## src/rtl/uart_tx_param.sv

```systemverilog
// Parametrised UART transmitter with a one-entry holding buffer.
// Frame: start, DATA_BITS LSB-first, optional parity, 1 or 2 stops.
module uart_tx_param #(
   parameter int DATA_BITS    = 8,
   parameter int CLKS_PER_BIT = 16,
   parameter int PARITY_EN    = 1,
   parameter int PARITY_ODD   = 0,
   parameter int STOP_BITS    = 1
) (
   input  logic                 baurd_clk,
   input  logic                 reset,
   input  logic                 tx_valid,
   input  logic [DATA_BITS-1:0] tx_data,
   output logic                 tx_ready,
   output logic                 fout,
   output logic                 busy,
   output logic                 frame_done
);

   localparam int TW = $clog2(CLKS_PER_BIT);
   localparam int BW = $clog2(DATA_BITS);
   localparam logic [TW-1:0] TMAX = TW'(CLKS_PER_BIT - 1);
   localparam logic [BW-1:0] LAST_BIT = BW'(DATA_BITS - 1);
   localparam logic LAST_STOP = 1'(STOP_BITS - 1);
   localparam logic ODD = (PARITY_ODD != 0);

   typedef enum logic [2:0] {
      IDLE,
      START,
      DATA,
      PARITY,
      STOP
   } state_t;

   state_t state, state_nxt;

   logic [TW-1:0]        timer;
   logic [BW-1:0]        bit_cnt;
   logic                 stop_cnt;
   logic [DATA_BITS-1:0] hold;
   logic [DATA_BITS-1:0] shift;
   logic                 hold_full;
   logic                 par;
   logic                 bit_end;
   logic                 accept;
   logic                 xfer;
   logic                 load;

   assign bit_end  = (timer == '0);
   assign accept   = tx_valid & ~hold_full;
   assign tx_ready = ~hold_full;
   assign busy     = (state != IDLE);

   always_ff @(posedge baurd_clk) begin
      if (!reset) state <= IDLE;
      else        state <= state_nxt;
   end

   always_comb begin
      state_nxt  = state;
      fout       = 1'b1;
      frame_done = 1'b0;
      xfer       = 1'b0;
      unique case (state)
         IDLE: begin
            if (hold_full) begin
               state_nxt = START;
               xfer      = 1'b1;
            end
         end
         START: begin
            fout = 1'b0;
            if (bit_end) state_nxt = DATA;
         end
         DATA: begin
            fout = shift[0];
            if (bit_end && bit_cnt == LAST_BIT)
               state_nxt = (PARITY_EN != 0) ? PARITY : STOP;
         end
         PARITY: begin
            fout = par;
            if (bit_end) state_nxt = STOP;
         end
         STOP: begin
            if (bit_end && stop_cnt == LAST_STOP) begin
               frame_done = 1'b1;
               // A waiting word starts immediately: no idle gap.
               if (hold_full) begin
                  state_nxt = START;
                  xfer      = 1'b1;
               end else begin
                  state_nxt = IDLE;
               end
            end
         end
         default: state_nxt = IDLE;
      endcase
   end

   assign load = (state_nxt != state) || (state != IDLE && bit_end);

   always_ff @(posedge baurd_clk) begin
      if (!reset) begin
         timer     <= '0;
         bit_cnt   <= '0;
         stop_cnt  <= 1'b0;
         hold      <= '0;
         shift     <= '0;
         hold_full <= 1'b0;
         par       <= 1'b0;
      end else begin
         hold_full <= (hold_full & ~xfer) | accept;
         if (accept) hold <= tx_data;
         if (xfer) begin
            shift <= hold;
            par   <= ^hold ^ ODD;
         end
         if (load)              timer <= TMAX;
         else if (state != IDLE) timer <= timer - 1'b1;
         if (state == START) begin
            bit_cnt <= '0;
         end else if (state == DATA && bit_end) begin
            bit_cnt <= bit_cnt + 1'b1;
            shift   <= shift >> 1;
         end
         if (state != STOP)
            stop_cnt <= 1'b0;
         else if (bit_end && stop_cnt != LAST_STOP)
            stop_cnt <= 1'b1;
      end
   end

endmodule

```

## config.mk

```make
export PLATFORM = sky130hd
export DESIGN_NAME = uart_tx_param
export DESIGN_NICKNAME = d
export VERILOG_FILES = /design/src/rtl/uart_tx_param.sv
export SDC_FILE = /design/constraint.sdc
export NUM_CORES = 1
export LEC_CHECK = 0
export CAP_MARGIN = 5
export CORE_UTILIZATION = 50
export DETAILED_ROUTE_END_ITERATION = 7
export PLACE_DENSITY = 0.72
export SLEW_MARGIN = 40
export SYNTH_ARGS = -nofsm -noshare
export SYNTH_HDL_FRONTEND = slang
export SYNTH_SLANG_ARGS = --single-unit
```

## constraint.sdc

```tcl
create_clock -name baurd_clk -period 2.2 [get_ports baurd_clk]
set_input_delay 0.44 -clock baurd_clk [delete_from_list [all_inputs] [get_ports baurd_clk]]
set_output_delay 0.44 -clock baurd_clk [all_outputs]
set_load 0.01 [all_outputs]
```

# Word level (Yosys, flattened, before mapping)
# Cells that the tools add are included.
# totals
word_cells	55
output_inout_bits	4
register_bits	29
# op_classes
add_sub_neg	2
n_mux	18
eq_ne	7
n_bitwise	7
reduce_logical	13
# ops
op	count
8-bit 2-to-1 mux	3
3-bit 2-to-1 mux	5
3-bit one-hot mux with 5 select lines	1
4-bit 2-to-1 mux	2
8-bit parity	1
3-bit by 2-bit equality test with 1-bit output, second input constant	2
3-bit equality test, second input constant	2
1-bit logical AND	5
1-bit 2-to-1 mux	5
4-bit zero test	1
1-bit NOT	4
2-bit OR reduction	2
4-bit by 1-bit subtractor with 4-bit output, second input constant	1
3-bit by 1-bit adder with 3-bit output, second input constant	1
3-bit by 1-bit equality test with 1-bit output, second input constant	1
3-bit zero test	1
3-bit inequality test	1
3-bit inequality test, second input constant	1
1-bit one-hot mux with 3 select lines	1
3-bit nonzero test	1
1-bit bitwise AND	2
1-bit one-hot mux with 2 select lines	1
2-bit nonzero test	1
1-bit logical OR	1
1-bit bitwise OR	1

# Logic depth before layout (Yosys ltp)
# logic_depth
depth_word	7
depth_mapped	8

# Worst setup path before layout
# Ideal clock, no wire load.
# synth_path
kind	register to register
startpoint	register timer[0]
endpoint	register shift[5]
setup_slack_ns	0.348
required_ns	2.082
stages_incl_launch_ff	9
arrival_ns	1.734
cell_sequence	dfxtp_1 -> inv_1 -> ha_1 -> or3b_4 -> or4_1 -> buf_6 -> buf_8 -> o21ai_2 -> a21oi_1
# synth_via
elab_chain_len	7
word_cells_on_any_way	8
# synth_lines
element	line	text
start: declaration	37	logic [TW-1:0] timer;
start signal: assignment	119	else if (state != IDLE) timer <= timer - 1'b1;
4-bit zero test (*)	49	assign bit_end = (timer == '0);
1-bit logical AND	85	if (bit_end && stop_cnt == LAST_STOP) begin
1-bit 2-to-1 mux	85	
1-bit one-hot mux with 2 select lines	64	unique case (state)
8-bit 2-to-1 mux	114	if (xfer) begin
8-bit 2-to-1 mux	122	end else if (state == DATA && bit_end) begin
8-bit 2-to-1 mux (*)	120	if (state == START) begin
end signal: assignment	115	shift <= hold;
end signal: assignment	124	shift <= shift >> 1;
end: declaration	41	logic [DATA_BITS-1:0] shift;
# Every way passes the cells marked *; elsewhere a longest branch is shown, timed or not.
# A chain may end at the register's enable or synchronous reset.

# Final worst setup path
# layout_path
startpoint	register state[0]
endpoint	output port busy
# layout_via
elab_chain_len	1
# layout_lines
element	line	text
start: declaration	35	state_t state, state_nxt;
start signal: assignment	56	else state <= state_nxt;
3-bit nonzero test	52	assign busy = (state != IDLE);
end: declaration	16	output logic busy,
# No other way between the ends.

==> results by group <==
Placed design
  – Gpl congestion: between 0.7 and 0.8
  – Placed cell areas: 1550 sq um
  – Hpwl dp: 1780 microns
  – Port bufs: 14
  – Setup WS pre-CTS: about 0.067 ns

STA
  – Slew headroom: 75.1%
  – Fin. max-slew vios: 0
  – Min cycle time layout: approximately 2.1 ns
  – Worst-margin pin slew: 0.373 ns
  – F_max: 475 MHz
  – RSZ-0062 raised after global routing: false
  – Final period util: 95.8%
  – Hold WS: 0.446 ns
  – Worst Slack Setup Final: 0.0928 ns
  – Final Hold Violating Endpoints: 0
  – Fin Setup TNS: 0 ns
  – # setup viols final: 0
  – Worst Clk Skew: ~0.008 ns

Final layout
  – Layout net count: 178
  – Design Area, Final: between 1500 and 2000 sq um
  – Share of layout cells above drive strength 1: between 10% and 20%
  – Register Area: 582 sq um
  – Area of the multi-input gates: approximately 730 sq um
  – ANT cells: 0
  – Fill count: 223
  – Synthesis-to-layout area growth: 15.3%

Critical path
  – CP required: about 1.8 ns
  – WP data arrival: 1.67 ns
  – Startpoint Class: flop
  – CP Capture Type: output pin
  – Crit-path max FO: 10
  – Kind of critical path: flop to output pin

Detailed routing
  – Final WL: 2460 microns
  – Routed via count: 1031
  – First DRT Iteration DRCs: 10
  – Pre-antenna DRT Iters: 4
  – DRC Markers: 0
  – Vias per std cell: 5.29
  – Antenna Nets Post-Route: 0
  – DR WL/cell: 12.6 microns

Yosys
  – Mean area per synthesized cell: 9.45 sq um
  – YS warnings: 0
  – Post-synth cell types: 29
  – #FFs+latches synth: 29
  – Synth Cell Area: 1390 sq um
  – Mapped Nets: 161
  – Seq/Total Area, Yosys: between 40% and 50%
  – Cells after Synth: 147

Floorplanning
  – Top-Level Pins: 15
  – Die height: 54.7 microns
  – Die boundary width: approximately 55 microns
  – CORE AREA: 2540 sq um
  – Initial core utilization: 54.6%
  – Rows: 18
  – Full die area: 2990 sq um

Global route
  – Global route overflow: 0
  – Largest net degree at the start of global routing: 19
  – Vias in the first global route: 913
  – First-pass GRT wire length: 3900 microns
  – Initial antenna violation count: 0
  – GRT Util Overall: between 15 and 20%

Power and ir drop
  – Pwr dens: 857 nW/um^2
  – P_leak: ~0.61 nW
  – Peak VDD IR: 576 uV

CTS
  – CTS tree: built
  – CTS clock-pin slew for the worst setup and hold paths: 0.09 ns
  – CTS Sinks: 29
  – Longest Clk Path Bufs: 2
  – Hold_buf cts: 0
  – PostCTS Resize Cnt: 3
  – CTS Buf Count: 5
  – Root buffer cell: clkbuf_4
  – Postcts setup bufs: 0
  – Clk Latency, worst-skew pair: between 0.3 and 0.4 ns
  – Clock H-tree levels: 2

Hold path
  – Worst min-delay path class: flop to flop

Job
  – Max Cap Viol: 0

Status
  – Status: completed
-- worst paths after layout --
kind / startpoint / endpoint / slack (ns) / depth (start not counted)
hold reg to reg: stop_cnt / stop_cnt / 0.45 / 2
setup / recovery: state[0] / busy / 0.09 / 2
setup reg to reg: timer[0] / shift[0] / 0.22 / 7
hold / removal: stop_cnt / stop_cnt / 0.45 / 2
-- cell families after synthesis --
group	count (synthesis)	synth area share [%]
flops	29	41.8
mux	18	13.0
fa+ha+maj	3	2.70
compound gates	33	14.2
buf+inv	15	6.04
xor+xnor	12	7.57
simple gates	37	14.7
-- worst max-delay path, cell delays in order (launching register included) --
cell and delay (ns):
dfxtp_1 0.41, or3_4 0.45, clkdlybuf4s50_1 0.49
-- state kept, by name, summed over array words and instances, names as in the netlist --
| name | cells |
|---|---|
| hold | 8 |
| shift | 8 |
| timer | 4 |
| bit_cnt | 3 |
| state | 3 |
| hold_full | 1 |
| par | 1 |
| stop_cnt | 1 |
-- cells in the mapped netlist (all sizes together) --
cell type	n	area (sq um)
or4	1	7.51
a311o	1	10.0
or3b	2	20.0
clkbuf	6	22.5
nand2b	1	6.26
or4b	1	10.0
or3	2	12.5
a21oi	11	58.8
dfxtp	29	581
nor2	8	30.0
buf	4	42.5
ha	3	37.5
nor2b	10	62.6
xor2	3	26.3
nor3	2	10.0
o21ai	13	72.6
mux2i	18	180
nor3b	2	15.0
nand2	8	30.0
inv	5	18.8
xnor2	9	78.8
a31oi	1	6.26
a21boi	5	37.5
o22ai	2	12.5
-- placed cells by master (no fill, tap or decap), drive strengths merged, types with 2 or more instances in the layout --
cell / netlist / routed
nand2: 8 / 8
xnor2: 9 / 9
o21ai: 13 / 13
clkdlybuf4s50: 0 / 13
o22ai: 2 / 2
nor3: 2 / 2
a21boi: 5 / 5
nor2b: 10 / 10
ha: 3 / 3
or3b: 2 / 2
nor3b: 2 / 2
dfxtp: 29 / 29
mux2i: 18 / 18
or3: 2 / 2
clkbuf: 6 / 7
clkinv: 0 / 2
a21oi: 11 / 11
xor2: 3 / 3
buf: 4 / 6
inv: 5 / 5
nor2: 8 / 8
-- per-stage QoR --
| stage | instances | util [%] | power, mW |
|---|---|---|---|
| 2_1_floorplan | 147 | - | 0.963 |
| 3_3_place_gp | 187 | 60.8 | 1.06 |
| 3_5_place_dp | 187 | 60.8 | 1.08 |
| 4_1_cts | 195 | 62.9 | 1.38 |
| 5_1_grt | 195 | 62.9 | 1.47 |
| 6_report | 195 | 62.9 | 1.37 |
-- cell type report --
| cell class | instances | area share, % |
|---|---|---|
| sequential | 29 | 36.3 |
| timing repair buffer | 20 | 11.2 |
| clock inverter | 2 | 0.625 |
| tap | 30 | 2.34 |
| multi-input combinational | 103 | 45.7 |
| clock buffer | 6 | 2.58 |
| inverter | 5 | 1.17 |
-- routing by layer --
| metal | global-route usage (%) | share of wire [%] | vias up |
|---|---|---|---|
| met2 | 32.7 | 53 | 23 |
| met1 | 21.8 | 43 | 469 |
| met4 | 8.97 | 0.61 | 0 |
| met3 | 5.83 | 3.9 | 2 |
| met5 | 0 | 0 | - |
| li1 | - | - | 537 |
-- where the power goes --
part / switching [mW] / total (mW) / leakage [nW] / internal [mW]
Combinational: 0.195 / 0.424 / 0.338 / 0.228
Sequential: 0.0651 / 0.655 / 0.238 / 0.590
Clock: 0.173 / 0.294 / 0.0320 / 0.121
Total: 0.433 / 1.37 / 0.608 / 0.940
(Power assumes the default switching activity.)
